### src/rtl/io_switch_led.sv
// Memory-mapped board I/O: a registered LED write port and debounced switches with a
// sticky, clear-on-read change-event register, read back combinationally on io_rdata.
module io_switch_led #(
    parameter int          DEBOUNCE_CYCLES = 20000,
    parameter logic [31:0] LED_ADDR        = 32'hFFFFFC60,
    parameter logic [31:0] SW_ADDR         = 32'hFFFFFC70,
    parameter logic [31:0] EVT_ADDR        = 32'hFFFFFC74
) (
    input  logic        clock,
    input  logic        reset,
    input  logic        io_read,
    input  logic        io_write,
    input  logic [31:0] io_addr,
    input  logic [31:0] io_wdata,
    output logic [31:0] io_rdata,
    input  logic [15:0] sw_raw,
    output logic [15:0] leds
);

    localparam int               CNT_W   = $clog2(DEBOUNCE_CYCLES);
    localparam logic [CNT_W-1:0] CNT_MAX = CNT_W'(DEBOUNCE_CYCLES - 1);
    localparam logic [CNT_W-1:0] CNT_ONE = CNT_W'(1);

    logic [15:0]      r_leds;
    logic [15:0]      r_s1;
    logic [15:0]      r_s2;
    logic [15:0]      r_sw_db;
    logic [15:0]      r_evt;
    logic [CNT_W-1:0] r_cnt [16];

    logic             w_led_sel;
    logic             w_sw_sel;
    logic             w_evt_sel;
    logic             w_led_wr;
    logic             w_evt_rd;
    logic [15:0]      w_accept;
    logic [31:0]      w_rdata;
    logic             w_unused_wdata;

    // Access protocol: io_read/io_write are single-cycle strobes with no handshake; a read
    // returns data in the same cycle, a write lands on the next rising edge.
    assign w_led_sel      = (io_addr == LED_ADDR);
    assign w_sw_sel       = (io_addr == SW_ADDR);
    assign w_evt_sel      = (io_addr == EVT_ADDR);
    assign w_led_wr       = io_write && w_led_sel;
    assign w_evt_rd       = io_read && w_evt_sel;
    assign w_unused_wdata = ^io_wdata[31:16];

    always_ff @(posedge clock or negedge reset) begin
        if (!reset) begin
            r_leds <= '0;
        end else if (w_led_wr) begin
            r_leds <= io_wdata[15:0];
        end
    end

    assign leds = r_leds;

    always_ff @(posedge clock or negedge reset) begin
        if (!reset) begin
            r_s1 <= '0;
            r_s2 <= '0;
        end else begin
            r_s1 <= sw_raw;
            r_s2 <= r_s1;
        end
    end

    // A bit is accepted when it has disagreed with its stable value for a full window.
    always_comb begin
        w_accept = '0;
        for (int i = 0; i < 16; i++) begin
            w_accept[i] = (r_s2[i] != r_sw_db[i]) && (r_cnt[i] == CNT_MAX);
        end
    end

    always_ff @(posedge clock or negedge reset) begin
        if (!reset) begin
            for (int i = 0; i < 16; i++) begin
                r_cnt[i] <= '0;
            end
        end else begin
            for (int i = 0; i < 16; i++) begin
                if ((r_s2[i] == r_sw_db[i]) || w_accept[i]) begin
                    r_cnt[i] <= '0;
                end else begin
                    r_cnt[i] <= r_cnt[i] + CNT_ONE;
                end
            end
        end
    end

    always_ff @(posedge clock or negedge reset) begin
        if (!reset) begin
            r_sw_db <= '0;
        end else begin
            r_sw_db <= r_sw_db ^ w_accept;
        end
    end

    // New events take priority over the read-clear so an edge landing on the read is kept.
    always_ff @(posedge clock or negedge reset) begin
        if (!reset) begin
            r_evt <= '0;
        end else begin
            r_evt <= w_accept | (r_evt & ~{16{w_evt_rd}});
        end
    end

    always_comb begin
        w_rdata = '0;
        if (reset && io_read) begin
            if (w_led_sel) begin
                w_rdata = {16'h0, r_leds};
            end else if (w_sw_sel) begin
                w_rdata = {16'h0, r_sw_db};
            end else if (w_evt_sel) begin
                w_rdata = {16'h0, r_evt};
            end
        end
    end

    assign io_rdata = w_rdata;

endmodule

### config.mk
export PLATFORM = sky130hd
export DESIGN_NAME = io_switch_led
export DESIGN_NICKNAME = d
export VERILOG_FILES = /design/src/rtl/io_switch_led.sv
export SDC_FILE = /design/constraint.sdc
export NUM_CORES = 1
export LEC_CHECK = 0
export CAP_MARGIN = 20
export CORE_ASPECT_RATIO = 0.5
export CORE_MARGIN = 1.5
export CORE_UTILIZATION = 40
export DETAILED_ROUTE_END_ITERATION = 8
export PLACE_DENSITY = 0.6
export SETUP_SLACK_MARGIN = 0.4
export SKIP_LAST_GASP = 1
export SLEW_MARGIN = 20
export SYNTH_ARGS = -nofsm -noshare
export SYNTH_HDL_FRONTEND = slang
export SYNTH_SLANG_ARGS = --single-unit
### constraint.sdc
create_clock -name clock -period 3.3 [get_ports clock]
set_clock_uncertainty 0.05 [all_clocks]
set_input_delay 0.825 -clock clock [delete_from_list [all_inputs] [get_ports clock]]
set_output_delay 0.825 -clock clock [all_outputs]
set_load 0.01 [all_outputs]
==> results.tsv, run 1 <==
stage	metric	value	unit
setup_path	reg2reg_from	r_cnt[12]$_DFF_PN0_	
power	power_density	440	nW/µm²
setup_path	rrSetupSlack	0.99	ns
sta	fin_ws	-0.0615	ns
outcome	outcome	complete, but fails checks	
synth	yosys.area_share.simple	23.0	%
placed_design	place_hpwl	20000	µm
grt	grt_max_degree	189	
final_layout	final.fill_count	3194	
setup_path	r2r_end	r_cnt[2]$_DFF_PN0_	
placed_design	port_buffers	99	
min_path	hold_class	in2async	
grt	grt_usage	16.5	%
detailed_routing	routed_wirelength	31600	µm
sta	slew_headroom	51.1	%
clock_network	clockBufferDepth	3	
clock_network	cts.sinks	320	
synth	ys_seq_area_share	53.8	%
synth	synthMuxAreaShare	3.75	%
setup_path	crit_fanout	6	
synth	synth_top_area_share	53.8	%
floorplan	core_area	36300	µm²
clock_network	htree_levels	1	
setup_path	critical_path_class	in2out	
setup_path	crit_arrival	2.49	ns
setup_path	reg2regPathDepth	4	
sta	finalHoldViolations	0	
clock_network	clk_pin_slew_worst_paths	0.07	ns
power	power.leakage	7.89	nW
synth	synth_top_area_cell	dfrtp_1	
synth	synth_compound_area_share	3.66	%
placed_design	place_congestion	0.791	
final_layout	drive_above_1_share	11.9	%
clock_network	cts-root-buf	clkbuf_16	
setup_path	required	2.42	ns
final_layout	antennaDiodeCount	0	
grt	antenna_found_initial	0	
floorplan	start_util	41.0	%
synth	yosys_most_used_dff	dfrtp_1	
detailed_routing	drt_iter0_drc	539	
synth	synthAdderAreaFrac	1.35	%
final_layout	mostFrequentLayoutCells	dfrtp_1 (320), nor2_1 (217), xor2_1 (138)	
floorplan	die_area	38400	µm²
setup_path	worst_setup_path_start_kind	input pin	
synth	synth_top_family_by_area	simple AND/OR/NAND/NOR gates	
run	drv_cap	0	
synth	async_flop_share	100	%
sta	worstMarginPinSlew	0.733	ns
setup_path	crit_end	io_rdata[10]	
final_layout	multi_input_area	6800	µm²
synth	ys_ff_latch	320	
sta	period_share	102	%
sta	fin_hold_ws	0.188	ns
detailed_routing	firstDrtPassIters	5	
synth	synth_area	14900	µm²
detailed_routing	ant_nets	0	
detailed_routing	wl_per_cell	15.6	µm
sta	drv_slew	0	
detailed_routing	via_per_inst	5.23	
sta	fmax	297	MHz
synth	syn-mean-instance-area	10.7	µm²
final_layout	register_area	8010	µm²
power	ir_worst_vdd	0.000326	V
grt	first_global_vias	10600	
synth	synth.area.top_cells	dfrtp_1 (54%), xor2_1 (8.1%), nor2_1 (5.5%)	
detailed_routing	num_vias	10600	
floorplan	die_w	276	µm
power	total_power	7.97	mW
floorplan	rows	49	
grt	grt.overflow.total	0	
sta	setup_viol	16	
clock_network	cts_tree	yes	
detailed_routing	drc	0	
clock_network	cts_made_buffers	29	
sta	grt_setup_unrepaired	yes	
final_layout	final_common_cell	dfrtp_1	
setup_path	crit_start	io_addr[7]	
final_layout	syn_to_final_growth	21.7	%
synth	synth_edf_count	0	
floorplan	fp.dieH	139	µm
final_layout	final_core_util	49.9	%
synth	netlist_instances	1389	
grt	grt_pass1_wl	52600	µm
setup_path	cp-end-kind	primary output	
outcome	violations	negative setup slack	
synth	yosysUniqueCellTypes	36	
clock_network	clk_latency	0.56	ns
sta	min_period	3.36	ns
synth	synth_warnings	0	
floorplan	io_pins	132	
final_layout	nNetsFinal	1619	
synth	synthXorXnorAreaFrac	11.7	%
logic make-up (layout without fill, tap and decap cells):
group	Yosys count	after routing
compound gates	84	84
flops	320	320
buf+inv	88	224
mux	48	48
other cells	1	16
fa+ha+maj	16	16
xor+xnor	198	198
simple gates	634	634
worst min-delay path by stage:
stage,cells after the start,to,from,slack [ns]
floorplan,0,r_s2[0]$_DFF_PN0_,r_s1[0]$_DFF_PN0_,0.28
global placement,0,r_s2[6]$_DFF_PN0_,r_s1[6]$_DFF_PN0_,0.28
detailed placement,0,r_s2[11]$_DFF_PN0_,r_s1[11]$_DFF_PN0_,0.28
CTS,0,r_s2[2]$_DFF_PN0_,r_s1[2]$_DFF_PN0_,0.30
global route,2,r_cnt[117]$_DFF_PN0_,reset,0.19
finish,2,r_cnt[185]$_DFF_PN0_,reset,0.19
power breakdown:
part	switching (mW)	leakage [nW]	internal, mW
Clock	1.50	0.483	2.05
Sequential	0.0571	4.27	3.99
Combinational	0.221	3.14	0.154
Total	1.78	7.89	6.19
worst max-delay path, stage by stage:
cell       delay [ns]
buf_6            0.09
or4b_4           0.53
nor4_4           0.20
nand4_1          0.21
buf_6            0.19
buf_12           0.15
o2bb2ai_4        0.15
buf_6            0.12
final cells by class:
cell class / instances / share of cell area, %
Clock buffer: 43 / 4.79
Clock inverter: 9 / 0.725
Inverter: 23 / 0.476
Multi-Input combinational cell: 996 / 37.5
Sequential cell: 320 / 44.2
Tap cell: 484 / 3.34
Timing Repair Buffer: 149 / 8.93
per-layer routing:
metal / GRT usage, % / vias up / share of wire, % / wire length (µm)
met5: 0 / - / 0 / 0
met4: 4.32 / 0 / 2.1 / 658
met3: 2.67 / 49 / 3.1 / 974
met2: 26.9 / 146 / 49 / 15300
met1: 22.8 / 5266 / 46 / 14600
li1: - / 5124 / - / -
cells in the mapped netlist, types with 2 or more instances:
master / n
nor4_1: 23
nand2_1: 56
o2bb2ai_1: 32
nor2_1: 217
buf_2: 3
mux2_4: 10
xnor2_1: 60
nor4b_1: 2
or4_1: 3
nor3_1: 14
dfrtp_1: 320
clkbuf_1: 41
nor4bb_1: 12
nand4b_1: 3
and3_1: 15
nand2b_1: 14
and2_1: 14
or3_1: 29
ha_1: 16
or4b_2: 4
xor2_1: 138
o21ai_0: 25
mux2i_1: 16
a21oi_1: 26
nand4_1: 94
buf_4: 20
and4_1: 54
nand3_1: 77
mux2_2: 22
inv_1: 23
sequential cells by signal, summed over array words and instances, names as in the netlist, named ones only:
register	cells
leds	16
r_s2	16
r_s1	16
r_cnt	240
r_evt	16
per-stage QoR:
stage	TNS, ns	worst slack [ns]	area, µm²	instances
after floorplan	0	0.153	15100	1404
after global placement	-12.58	-0.836	16600	1938
after detailed placement	-12.50	-0.839	16600	1938
after CTS	-1.49	-0.121	17900	2019
after global routing	-1.71	-0.149	18100	2024
final	-0.495	-0.0615	18100	2024
repair_timing:
item	4_1_cts	5_1_grt
resized for setup	123	59
endpoints found under the hold margin	0	0
pin swaps	14	14
buffers inserted	27	3
endpoints found under the setup margin	16	32
gates cloned	2	1
hold buffers	0	0
Power figures use the tool's default switching activity.
==> run 2, diff against run 1 <==
--- a/config.mk
+++ b/config.mk
@@ -7,9 +7,10 @@
 export LEC_CHECK = 0
 export CAP_MARGIN = 20
 export CORE_ASPECT_RATIO = 0.5
-export CORE_MARGIN = 1.5
+export CORE_MARGIN = 2
 export CORE_UTILIZATION = 40
 export DETAILED_ROUTE_END_ITERATION = 8
+export GPL_ROUTABILITY_DRIVEN = 0
 export PLACE_DENSITY = 0.6
 export SETUP_SLACK_MARGIN = 0.4
 export SKIP_LAST_GASP = 1
==> constraint.sdc (replaced) <==
create_clock -name clock -period 3.3 [get_ports clock]
set_clock_uncertainty 0.05 [all_clocks]
set_input_delay 0.825 -clock clock [delete_from_list [all_inputs] [get_ports clock]]
set_output_delay 0.825 -clock clock [all_outputs]
set_load 0.1 [all_outputs]
==> run 2 against run 1 <==
- the run still ends with negative setup slack left
- die area rose by 1.1%
- first-iteration DRC count up 27%
- combinational power rose by 11%
- global-route usage fell by 0.53 points
- maximum frequency fell by 3.8%
- clock-buffer cell count shrank 3
- sequential share of layout area rose by 0.41 points
- final cell count decreased by 1.0%
- critical path type unchanged
- largest cell class unchanged
==> results.tsv, run 2 (synthesized netlist as in run 1, its figures left out) <==
stage	metric	value	unit
setup_path	rrSetupSlack	1.00	ns
placed_design	place_area	16700	µm²
setup_path	required	2.42	ns
final_layout	final_common_cell	dfrtp_1	
clock_network	cts_hold_buf	0	
setup_path	cp-end-kind	primary output	
final_layout	multi_input_area	6760	µm²
detailed_routing	routed_wirelength	30600	µm
final_layout	largest-register	r_cnt	
power	p_sw_share	22.7	%
final_layout	nNetsFinal	1596	
sta	fin_hold_ws	0.298	ns
power	p_sw	1.87	mW
sta	finalHoldViolations	0	
grt	antenna_found_initial	0	
floorplan	core_area	36300	µm²
setup_path	critPathMaxStageDelay	0.54	ns
sta	grt_setup_unrepaired	yes	
final_layout	mostFrequentLayoutCells	dfrtp_1 (320), nor2_1 (217), xor2_1 (138)	
clock_network	htree_levels	1	
grt	grt_pass1_wl	52300	µm
floorplan	rows	49	
final_layout	largest_reg_flops	240	
min_path	hold_class	reg2reg	
floorplan	io_pins	132	
final_layout	final_core_util	49.5	%
floorplan	die_area	38900	µm²
floorplan	die_w	277	µm
detailed_routing	via_per_inst	5.26	
floorplan	fp.dieH	140	µm
final_layout	drive_above_1_share	11.3	%
grt	grt.overflow.total	0	
clock_network	cts_made_buffers	30	
clock_network	clk_pin_slew_worst_paths	0.07	ns
setup_path	path_cells	buf_6, or4b_4, nor4_4, buf_4, nand4_1, buf_6, buf_6, o2bb2ai_4, buf_12	
setup_path	crit_top_cell	buf_6	
sta	setup_viol	16	
detailed_routing	drt_iter0_drc	687	
sta	fmax	286	MHz
setup_path	crit_arrival	2.62	ns
final_layout	syn_to_final_growth	20.6	%
clock_network	cts-root-buf	clkbuf_16	
detailed_routing	ant_nets	0	
final_layout	final.fill_count	3257	
clock_network	cts_tree	yes	
power	power_density	457	nW/µm²
final_layout	stdcell_area	18000	µm²
floorplan	start_util	41.0	%
sta	period_share	106	%
detailed_routing	num_vias	10500	
clock_network	cts.sinks	320	
sta	slew_headroom	39.2	%
outcome	violations	negative setup slack	
power	power.leakage	7.77	nW
final_layout	antennaDiodeCount	0	
grt	grt_max_degree	128	
sta	fin_ws	-0.193	ns
placed_design	port_buffers	99	
setup_path	crit_slowest_cell	or4b_4	
detailed_routing	wl_per_cell	15.3	µm
clock_network	clk_latency	0.57	ns
power	seq_power_share	49.3	%
setup_path	critical_path_class	in2out	
outcome	outcome	complete, but fails checks	
sta	drv_slew	0	
detailed_routing	drc	0	
sta	worstMarginPinSlew	0.912	ns
grt	grt_usage	15.9	%
detailed_routing	firstDrtPassIters	5	
power	clockPowerShare	45.6	%
grt	first_global_vias	10600	
power	comb_power_share	5.1	%
run	drv_cap	0	
power	p_int	6.34	mW
clock_network	clockBufferDepth	3	
setup_path	worst_setup_path_start_kind	input pin	
placed_design	place_hpwl	20100	µm
sta	min_period	3.49	ns
setup_path	crit_fanout	6	
power	ir_worst_vdd	0.000439	V
final_layout	register_area	8010	µm²
==> run 2: cell count changes in the layout (fill, tap and decap cells not counted), moves of 4 or more <==
cell             change
dlygate4sd2_1       +18
buf_6               -38
clkinv_2             +5
clkbuf_2             -4
dlymetal6s2s_1       -8
clkdlybuf4s50_1     -16
buf_4               +14
buf_12              +17
==> run 2: final cells by class <==
| type | count | share of cell area (%) |
|---|---|---|
| sequential | 320 | 44.6 |
| multi-input combinational | 996 | 37.7 |
| timing repair buffer | 125 | 7.88 |
| clock buffer | 40 | 4.78 |
| tap | 484 | 3.37 |
| clock inverter | 15 | 1.21 |
| inverter | 23 | 0.481 |
==> run 2: power by group through the flow <==
stage | Clock (mW) | Combinational (mW) | Sequential (mW)
after floorplan | 0 | 0.245 | 4.11
after global placement | 0 | 0.424 | 4.11
after detailed placement | 0 | 0.435 | 4.12
after CTS | 3.85 | 0.426 | 4.05
after global routing | 4.03 | 0.468 | 4.05
final | 3.74 | 0.416 | 4.05
==> run 2: final timing paths <==
path	to	start	cells past startpoint
max	io_rdata[2]	io_addr[7]	9
min	r_s2[7]$_DFF_PN0_	r_s1[7]$_DFF_PN0_	0
max reg2reg	r_cnt[51]$_DFF_PN0_	r_cnt[57]$_DFF_PN0_	4
min reg2reg	r_s2[7]$_DFF_PN0_	r_s1[7]$_DFF_PN0_	0
max in group asynchronous	r_cnt[149]$_DFF_PN0_	reset	3
min in group asynchronous	leds[0]$_DFFE_PN0P_	reset	2
==> run 2: worst max-delay path, delay by kind of cell <==
kind / cells / cell delay (ns)
and+or+nand+nor: 3 / 0.83
buffers and inverters: 5 / 0.76
AOI/OAI and AO/OA: 1 / 0.19
==> run 2: metrics by stage <==
step / setup slack, ns / instances / TNS (ns) / power [mW]
floorplan: -0.647 / 1404 / -10.31 / 4.35
global placement: -0.588 / 1939 / -8.60 / 4.54
detailed placement: -0.608 / 1939 / -8.97 / 4.56
CTS: -0.186 / 2003 / -2.20 / 8.32
global route: -0.273 / 2003 / -3.49 / 8.55
finish: -0.193 / 2003 / -2.34 / 8.21
==> run 2: repair_timing <==
action	in CTS	in global routing
setup buffers	7	0
pin swaps	17	5
endpoints found under the setup margin	16	16
gates cloned	2	0
gates resized for setup	51	0
==> run 2: metal layers <==
metal | track usage, % | vias up | share of wire (%)
met1 | 21.7 | 5262 | 47
li1 | - | 5078 | -
met2 | 26.6 | 141 | 48
met3 | 2.37 | 47 | 2.6
met4 | 4.49 | 0 | 2.6
met5 | 0 | - | 0
==> run 3, diff against run 2 <==
--- a/config.mk
+++ b/config.mk
@@ -9,6 +9,7 @@
 export CORE_ASPECT_RATIO = 0.5
 export CORE_MARGIN = 2
 export CORE_UTILIZATION = 40
+export CTS_CLUSTER_SIZE = 28
 export DETAILED_ROUTE_END_ITERATION = 8
 export GPL_ROUTABILITY_DRIVEN = 0
 export PLACE_DENSITY = 0.6
==> results of run 3 <==
The final DEF is identical to that of run 2; final timing and power are the same.
